<file path="src/rtl/mm_iddmm_pkg.sv">
// Shared types and default sizing for the IDDMM sequencer.
package mm_iddmm_pkg;

  localparam int K  = 128;
  localparam int N  = 32;
  localparam int IW = $clog2(N);
  localparam int JW = $clog2(N) + 1;

  typedef enum logic [2:0] {
    IDLE,
    CLEAR,
    JLINE,
    GAP,
    SAVE,
    CMP,
    WR,
    DONE
  } state_t;

endpackage

</file>
<file path="src/rtl/mm_iddmm_subw.sv">
// K-bit subtract-with-borrow cell; the borrow register links successive words.
module mm_iddmm_subw #(
  parameter int K = mm_iddmm_pkg::K
) (
  input  logic         clk,
  input  logic         rst,
  input  logic         clr,
  input  logic         en,
  input  logic [K-1:0] a,
  input  logic [K-1:0] b,
  output logic [K-1:0] diff,
  output logic         borrow
);

  logic         borrow_q;
  logic [K:0]   full;

  assign full   = {1'b0, a} - {1'b0, b} - {{K{1'b0}}, borrow_q};
  assign diff   = full[K-1:0];
  assign borrow = full[K];

  // Borrow register: clear wins over enable so a chain can end and restart in one cycle.
  always_ff @(posedge clk) begin
    if (rst || clr) begin
      borrow_q <= 1'b0;
    end else if (en) begin
      borrow_q <= full[K];
    end
  end

endmodule

</file>
<file path="src/rtl/mm_iddmm_ctrl.sv">
// Sequencer for one IDDMM PE: clears A, runs the i/j loops, then word-serial final subtract.
module mm_iddmm_ctrl #(
  parameter int K  = mm_iddmm_pkg::K,
  parameter int N  = mm_iddmm_pkg::N,
  parameter int IW = $clog2(N),
  parameter int JW = $clog2(N) + 1
) (
  input  logic          clk,
  input  logic          rst,
  input  logic          start,
  output logic          busy,
  output logic          done,
  output logic [IW-1:0] pe_i,
  output logic [JW-1:0] pe_j,
  output logic          pe_j00,
  input  logic [K-1:0]  pe_uj,
  input  logic          pe_carry,
  output logic [JW-1:0] x_addr,
  output logic [IW-1:0] y_addr,
  output logic [JW-1:0] m_addr,
  input  logic [K-1:0]  m_rdata,
  output logic [JW-1:0] a_addr,
  input  logic [K-1:0]  a_rdata,
  output logic          a_we,
  output logic [JW-1:0] a_waddr,
  output logic [K-1:0]  a_wdata,
  output logic          r_we,
  output logic [JW-1:0] r_addr,
  output logic [K-1:0]  r_wdata
);

  import mm_iddmm_pkg::*;

  state_t          state_q, state_d;
  logic [IW-1:0]   i_q, i_d;
  logic [JW-1:0]   j_q, j_d;
  logic [JW-1:0]   k_q, k_d;
  logic            sel_q, sel_d;

  logic [K-1:0]    sub_b;
  logic [K-1:0]    sub_diff;
  logic            sub_borrow;
  logic            sub_clr;
  logic            sub_en;
  logic            cmp_last;

  assign pe_i   = i_q;
  assign pe_j   = j_q;
  assign x_addr = j_q;
  assign y_addr = i_q;

  // The top word of m does not exist, so the last compare step subtracts zero.
  // The chain is cleared on that same step so WR restarts its borrow at word 0.
  assign cmp_last = (state_q == CMP) && (k_q == JW'(N));
  assign sub_b    = cmp_last ? '0 : m_rdata;
  assign sub_en   = (state_q == CMP) || (state_q == WR);
  assign sub_clr  = !sub_en || cmp_last;

  mm_iddmm_subw #(.K(K)) u_subw (
    .clk    (clk),
    .rst    (rst),
    .clr    (sub_clr),
    .en     (sub_en),
    .a      (a_rdata),
    .b      (sub_b),
    .diff   (sub_diff),
    .borrow (sub_borrow)
  );

  // Next-state, counter updates and memory/PE control decode.
  always_comb begin
    state_d = state_q;
    i_d     = i_q;
    j_d     = j_q;
    k_d     = k_q;
    sel_d   = sel_q;
    busy    = (state_q != IDLE) && (state_q != DONE);
    done    = 1'b0;
    pe_j00  = 1'b0;
    a_addr  = j_q;
    m_addr  = j_q;
    a_we    = 1'b0;
    a_waddr = '0;
    a_wdata = '0;
    r_we    = 1'b0;
    r_addr  = '0;
    r_wdata = '0;

    case (state_q)
      IDLE: begin
        if (start) begin
          state_d = CLEAR;
          k_d     = '0;
        end
      end
      CLEAR: begin
        a_we    = 1'b1;
        a_waddr = k_q;
        if (k_q == JW'(N)) begin
          state_d = JLINE;
          i_d     = '0;
          j_d     = '0;
          k_d     = '0;
        end else begin
          k_d = k_q + JW'(1);
        end
      end
      JLINE: begin
        pe_j00  = (j_q == '0);
        a_we    = (j_q != '0);
        a_waddr = j_q - JW'(1);
        a_wdata = pe_uj;
        if (j_q == JW'(N)) begin
          state_d = GAP;
        end else begin
          j_d = j_q + JW'(1);
        end
      end
      GAP: begin
        if (i_q == IW'(N - 1)) begin
          state_d = SAVE;
        end else begin
          i_d     = i_q + IW'(1);
          j_d     = '0;
          state_d = JLINE;
        end
      end
      SAVE: begin
        a_we    = 1'b1;
        a_waddr = JW'(N);
        a_wdata = {{(K-1){1'b0}}, pe_carry};
        k_d     = '0;
        state_d = CMP;
      end
      CMP: begin
        a_addr = k_q;
        m_addr = k_q;
        if (k_q == JW'(N)) begin
          sel_d   = ~sub_borrow;
          k_d     = '0;
          state_d = WR;
        end else begin
          k_d = k_q + JW'(1);
        end
      end
      WR: begin
        a_addr  = k_q;
        m_addr  = k_q;
        r_we    = 1'b1;
        r_addr  = k_q;
        r_wdata = sel_q ? sub_diff : a_rdata;
        if (k_q == JW'(N - 1)) begin
          state_d = DONE;
        end else begin
          k_d = k_q + JW'(1);
        end
      end
      DONE: begin
        done    = 1'b1;
        state_d = IDLE;
      end
      default: state_d = IDLE;
    endcase
  end

  // State and index registers.
  always_ff @(posedge clk) begin
    if (rst) begin
      state_q <= IDLE;
      i_q     <= '0;
      j_q     <= '0;
      k_q     <= '0;
      sel_q   <= 1'b0;
    end else begin
      state_q <= state_d;
      i_q     <= i_d;
      j_q     <= j_d;
      k_q     <= k_d;
      sel_q   <= sel_d;
    end
  end

endmodule

</file>
<file path="config.mk">
export PLATFORM = sky130hd
export DESIGN_NAME = mm_iddmm_ctrl
export DESIGN_NICKNAME = d
export VERILOG_FILES = /design/src/rtl/mm_iddmm_pkg.sv /design/src/rtl/mm_iddmm_subw.sv /design/src/rtl/mm_iddmm_ctrl.sv
export SDC_FILE = /design/constraint.sdc
export NUM_CORES = 1
export LEC_CHECK = 0
export CAP_MARGIN = 20
export CORE_AREA = 3 3 266 268
export CTS_CLUSTER_DIAMETER = 120
export DETAILED_ROUTE_END_ITERATION = 6
export DIE_AREA = 0 0 269 271
export DONT_BUFFER_PORTS = 1
export HOLD_SLACK_MARGIN = 0.02
export PLACE_DENSITY = 0.35
export SETUP_SLACK_MARGIN = 0.15
export SLEW_MARGIN = 10
export SYNTH_ARGS = -nofsm -noshare
export SYNTH_HDL_FRONTEND = slang
export SYNTH_SLANG_ARGS = --single-unit
export TNS_END_PERCENT = 100
</file>
<file path="constraint.sdc">
create_clock -name clk -period 5.15 [get_ports clk]
set_input_delay 0.2575 -clock clk [delete_from_list [all_inputs] [get_ports clk]]
set_output_delay 0.2575 -clock clk [all_outputs]
set_load 0.01 [all_outputs]
</file>
==> flow_summary_export.csv, run 1 <==
group,metric,value,unit
global_routing,grt.overflow.total,0,
floorplan,fp.dieW,269,um
worst_setup_path,critPathMostFrequentCell,"buf_4",
worst_hold_path,hold_depth,1,
route,wl_per_cell,21.49,um
yosys,synth-seq-area-share,2.743,%
route,vias_per_cell,4.808,
yosys,synth_cells,2554,
pwr,vdd_drop_max,0.0001146,V
status,status,"finished, violations left",
global_routing,use_met2,37.39,%
yosys,synth_flop_cell,"dfxtp_1",
yosys,synth_edf_count,0,
placed_design,gp_congestion,1.115,
cells_and_area,area_growth,59.19,%
yosys,syn_area_per_cell,6.287,um^2
clock_network,cts_sinks,22,
worst_setup_path,rr_worst_depth,30,
yosys,netlist_area,16060,um^2
floorplan,die_h,271,um
route,drc,0,
clock_network,cts_buffers,3,
floorplan,ioPinCount,695,
floorplan,rows,96,
yosys,synth_top_area_share,20.34,%
floorplan,initial_core_util,23.41,%
global_routing,gr-max-usage-layer,"met2",
cells_and_area,fillers,7473,
pwr,power,4.445,mW
yosys,synth_top_area_cell,"ha_1",
worst_setup_path,critPathRequiredTime,4.89,ns
global_routing,antenna_found_initial,20,
worst_setup_path,reg2reg_to,"u_subw.borrow_q$_SDFFE_PP0N_",
route,ant_nets,0,
route,firstDrtPassIters,6,
worst_setup_path,critPathMaxFanout,3,
sta,report.final.setup_viol,60,
placed_design,port_buffers,0,
worst_hold_path,hp-class,"in -> reg",
global_routing,grt_max_degree,130,
sta,worst_slew_pin_slew,1.068,ns
yosys,async_flop_share,0,%
pwr,power_density,173.9,nW/um^2
sta,fin_skew,0.005431,ns
worst_setup_path,slowest_stage,"fa_1",
route,vias,19730,
yosys,yosys_warnings,0,
clock_network,clockBufferDepth,2,
placed_design,dp_hpwl,73.63,mm
yosys,ys_ff_latch,22,
clock_network,cts.clk_slew.worst_paths,0.06,ns
cells_and_area,regArea,446.7,um^2
sta,post-route-period-util,109.2,%
route,wl,88.21,mm
sta,final.setup.worst_slack,-0.4729,ns
clock_network,hold_buffers,0,
worst_setup_path,crit_family,"compound AO/OA/AOI/OAI gates",
worst_setup_path,r2r_setup_slack,-0.08,ns
worst_hold_path,holdPathEnd,"sel_q$_SDFFE_PP0P_",
cells_and_area,multi_input_area,16300,um^2
clock_network,cts_tree,"yes",
yosys,synth_nets,3205,
run,drv_cap,0,
worst_setup_path,worstSetupStartpointType,"flip-flop",
worst_setup_path,slowest_delay,0.44,ns
floorplan,core,68590,um^2
global_routing,use_met1,31.34,%
global_routing,grt_pass1_vias,20070,
sta,worst_hold_slack,0.05658,ns
worst_setup_path,critPathBufInv,7,
yosys,yosys-top-cells-area,"ha_1, and2_1, inv_1",
yosys,ys_types,80,
route,drt_iter0_drc,912,
clock_network,htreeDepth,1,
sta,fmax,177.8,MHz
global_routing,track_usage,22.70,%
sta,slew-limit-headroom,28.01,%
global_routing,grt_use_met3,4.356,%
worst_hold_path,min-delay-start,"rst",
sta,drv_slew,0,
worst_setup_path,critPathKind,"reg -> out",
sta,fin_crit,5.623,ns
sta,rsz0062_at_grt,"yes",
status,violations,"negative setup slack",
worst_setup_path,timing.rr.start,"k_q[0]$_SDFFE_PP0P_",
cells_and_area,final_nets,3808,
worst_setup_path,arrival,5.37,ns
clock_network,worst_skew_pair.late_latency,0.26,ns
clock_network,root_buffer,"clkbuf_16",
worst_setup_path,crit_path_end_kind,"output port",
pwr,p_leak,11.87,nW
sta,final_hold_viol_count,0,
global_routing,grt_pass1_wl,126.8,mm
floorplan,dieArea,72900,um^2
cells_and_area,drive_gt1_share,37.33,%
metal layers:
| metal | part of all wire, % | up-vias | wire (um) |
|---|---|---|---|
| met5 | 0.084 | - | 74 |
| met2 | 46 | 546 | 40350 |
| li1 | - | 9696 | - |
| met4 | 0.98 | 12 | 863 |
| met1 | 47 | 9429 | 41040 |
| met3 | 6.7 | 47 | 5886 |
how the worst max path moves through the flow:
| stage | start | cells after the start | endpoint | slack [ns] |
|---|---|---|---|---|
| floorplan | k_q[1]$_SDFFE_PP0P_ | 25 | r_wdata[112] | 0.15 |
| global placement | k_q[1]$_SDFFE_PP0P_ | 25 | r_wdata[127] | -0.78 |
| detailed placement | k_q[1]$_SDFFE_PP0P_ | 25 | r_wdata[127] | -0.80 |
| CTS | k_q[1]$_SDFFE_PP0P_ | 27 | r_wdata[114] | -0.44 |
| global route | k_q[0]$_SDFFE_PP0P_ | 29 | r_wdata[110] | -0.69 |
| finish | k_q[0]$_SDFFE_PP0P_ | 29 | r_wdata[110] | -0.47 |
where the power goes:
part           switching (mW)  total, mW  internal (mW)
Clock                  0.0676      0.186          0.119
Sequential            0.00113      0.173          0.172
Combinational            2.07       4.09           2.01
sequential cells by signal (all words and copies together) (netlist names):
register,cells
pe_j,6
sel_q,1
pe_i,5
u_subw.borrow_q,1
state_q,3
k_q,6
timing repair:
item	in CTS	in global routing
cloned	7	0
buffers inserted	50	37
resized for setup	435	210
setup endpoints to repair	95	96
pin swaps	146	119
layout make-up:
class | count | area share, %
multi-input combinational | 1967 | 63.78
timing repair buffer | 735 | 23.10
inverter | 428 | 6.304
tap | 931 | 4.557
sequential | 22 | 1.747
clock buffer | 4 | 0.3475
antenna | 17 | 0.1664
cells by family (layout without fill, tap and decap cells):
kind of cell	Yosys count	in the layout	share of synthesized area, %
other	0	17	0
multiplexers	76	76	4.807
XOR/XNOR	138	138	7.527
adder cells (fa/ha/maj)	263	263	20.59
AO/OA/AOI/OAI	598	598	22.93
buffers and inverters	565	1167	13.73
flip-flops	22	22	2.743
AND/OR/NAND/NOR	892	892	27.68
stage by stage:
stage                     utilization [%]  setup TNS, ns  std cells  setup WS, ns  instance area [um^2]
after global routing                37.22         -29.33       4090       -0.6874                 25530
final                               37.27         -12.43       4104       -0.4729                 25560
after global placement              31.39         -23.06       3989       -0.7770                 21530
after CTS                           35.35         -9.762       4050       -0.4449                 24240
after floorplan                         -              0       2554        0.1502                 16080
after detailed placement            31.39         -24.12       3989       -0.8005                 21530
cells in the final DEF, fill, tap and decap left out, types with 63 or more instances in the layout:
master and instances:
inv_1 403, o21ai_0 78, buf_4 670, nand2_1 193, nor2_1 191, mux2i_1 70
nand4_1 63, a21oi_1 141, and2_1 241, ha_1 201
cells in the mapped netlist (all sizes together) (13+ instances only):
cell type / count
inv: 428
ha: 261
and2: 257
a21oi: 221
nand2: 220
nor2: 218
o21ai: 171
clkbuf: 100
xnor2: 81
mux2i: 70
nand4: 63
xor2: 57
nor3: 38
o21bai: 38
buf: 37
a21o: 33
o21a: 30
nand3: 23
dfxtp: 22
o31ai: 14
a31oi: 13
(Power assumes the default switching activity.)
==> inputs of run 2 (changes only) <==
--- a/config.mk
+++ b/config.mk
@@ -13,6 +13,7 @@
 export DONT_BUFFER_PORTS = 1
 export HOLD_SLACK_MARGIN = 0.02
 export PLACE_DENSITY = 0.35
+export REMOVE_ABC_BUFFERS = 1
 export SETUP_SLACK_MARGIN = 0.15
 export SLEW_MARGIN = 10
 export SYNTH_ARGS = -nofsm -noshare
==> run 2 against run 1 <==
  * The run still ends with negative setup slack left
  * Hold slack is essentially flat
  * Register-to-register slack worse by 0.06 ns
  * Power decreased by 7.9%
  * Cell area is 5.3% lower
  * First-iteration DRC count grew 2.0%
  * Fmax about the same
  * Utilization decreased by 2.0 points
  * Clock-buffer cell count stayed put
  * Die area unchanged
  * Critical path depth unchanged
  * Largest power group unchanged
==> flow_summary_export.csv, run 2 (synthesized netlist as in run 1, its figures left out) <==
group,metric,value,unit
clock_network,cts_buffers,3,
clock_network,clockBufferDepth,2,
sta,report.final.setup_viol,51,
sta,final.setup.worst_slack,-0.4740,ns
route,wl,88.40,mm
cells_and_area,final_nets,3816,
global_routing,grt_pass1_wl,127.7,mm
worst_setup_path,rr_worst_depth,32,
route,drt_iter0_drc,930,
worst_setup_path,slowest_delay,0.33,ns
cells_and_area,postLayoutCoreUtil,35.31,%
worst_setup_path,crit_path_end_kind,"output port",
floorplan,initial_core_util,23.41,%
global_routing,grt_max_degree,129,
run,drv_cap,0,
worst_hold_path,hp-class,"in -> reg",
floorplan,fp.dieW,269,um
cells_and_area,fin_area,24210,um^2
sta,post-route-period-util,109.2,%
sta,rsz0062_at_grt,"yes",
worst_setup_path,critPathBufInv,9,
cells_and_area,area_growth,50.79,%
floorplan,ioPinCount,695,
clock_network,cts_tree,"yes",
worst_setup_path,cp-startpoint,"k_q[0]$_SDFFE_PP0P_",
status,status,"finished, violations left",
route,vias,19410,
worst_setup_path,slowest_stage,"dfxtp_2",
worst_setup_path,arrival,5.37,ns
placed_design,gp_congestion,0.9825,
pwr,power,4.092,mW
clock_network,hold_buffers,0,
sta,fin_crit,5.624,ns
placed_design,dp_hpwl,78.12,mm
placed_design,dpl_cell_area,21850,um^2
worst_setup_path,worstSetupStartpointType,"flip-flop",
cells_and_area,regArea,446.7,um^2
worst_setup_path,timing.rr.start,"k_q[0]$_SDFFE_PP0P_",
pwr,power_density,169.0,nW/um^2
sta,drv_slew,0,
worst_hold_path,hold_depth,1,
cells_and_area,drive_gt1_share,32.30,%
global_routing,antenna_found_initial,47,
global_routing,grt_pass1_vias,19740,
sta,worst_slew_pin_slew,0.9641,ns
route,vias_per_cell,4.715,
sta,slew-limit-headroom,35.05,%
clock_network,root_buffer,"clkbuf_16",
floorplan,core,68590,um^2
status,violations,"negative setup slack",
cells_and_area,multi_input_area,15100,um^2
worst_setup_path,r2r_setup_slack,-0.14,ns
sta,final_hold_viol_count,0,
floorplan,dieArea,72900,um^2
worst_setup_path,critPathKind,"reg -> out",
worst_setup_path,crit_family,"compound AO/OA/AOI/OAI gates",
pwr,vdd_drop_max,0.0001444,V
clock_network,worst_skew_pair.late_latency,0.26,ns
global_routing,grt.overflow.total,0,
floorplan,rows,96,
pwr,p_leak,11.59,nW
cells_and_area,final_common_cell,"buf_4",
route,wl_per_cell,21.47,um
route,firstDrtPassIters,5,
route,ant_nets,0,
global_routing,track_usage,22.89,%
worst_setup_path,critPathMostFrequentCell,"buf_4",
cells_and_area,fillers,7550,
route,drc,0,
clock_network,htreeDepth,1,
cells_and_area,final_cell_mix,"buf_4, inv_1, and2_1",
sta,fin_skew,0.001572,ns
floorplan,die_h,271,um
worst_setup_path,critPathRequiredTime,4.89,ns
worst_setup_path,crit_cells,29,
placed_design,place_ws,-1.084,ns
placed_design,port_buffers,0,
worst_hold_path,min-delay-start,"rst",
clock_network,cts_sinks,22,
clock_network,cts.clk_slew.worst_paths,0.06,ns
sta,fmax,177.8,MHz
worst_setup_path,critPathMaxFanout,32,
==> run 2: stage by stage <==
| step | hold slack [ns] | setup TNS, ns | std cells |
|---|---|---|---|
| after floorplan | 0.3266 | -130.58 | 2417 |
| after global placement | 0.3248 | -22.95 | 4035 |
| after detailed placement | 0.3272 | -23.55 | 4035 |
| after CTS | 0.05751 | -12.11 | 4073 |
| after global routing | 0.05210 | -25.62 | 4104 |
| final | 0.05664 | -10.21 | 4117 |
==> run 2: path summary, 6_finish.rpt <==
| check | endpoint |
|---|---|
| min | sel_q$_SDFFE_PP0P_ |
| max | r_wdata[110] |
| max reg2reg | sel_q$_SDFFE_PP0P_ |
| min reg2reg | k_q[1]$_SDFFE_PP0P_ |
==> run 2: routing by layer <==
layer / global-route usage (%) / share of wire, % / vias up
met5: 0 / 0.23 / -
met4: 2.269 / 0.86 / 30
li1: - / - / 9687
met1: 32.43 / 48 / 9089
met2: 35.44 / 43 / 524
met3: 6.402 / 7.7 / 80
==> run 2: report_power, final <==
group          internal, mW  switching [mW]  leakage [nW]
combinational          1.83            1.89          11.4
clock                 0.135          0.0696        0.0494
sequential            0.172         0.00119         0.179
==> run 2: final cells by class <==
class	instances	share of cell area, %
multi-input combinational	1967	62.34
timing repair buffer	743	23.73
inverter	428	6.635
tap	931	4.811
sequential	22	1.845
clock buffer	4	0.4134
antenna	22	0.2274
==> run 2: repair_timing <==
| action | 4_1_cts | 5_1_grt |
|---|---|---|
| gates resized for setup | 280 | 114 |
| setup buffers | 34 | 21 |
| endpoints found under the setup margin | 95 | 95 |
| pin swaps | 81 | 53 |
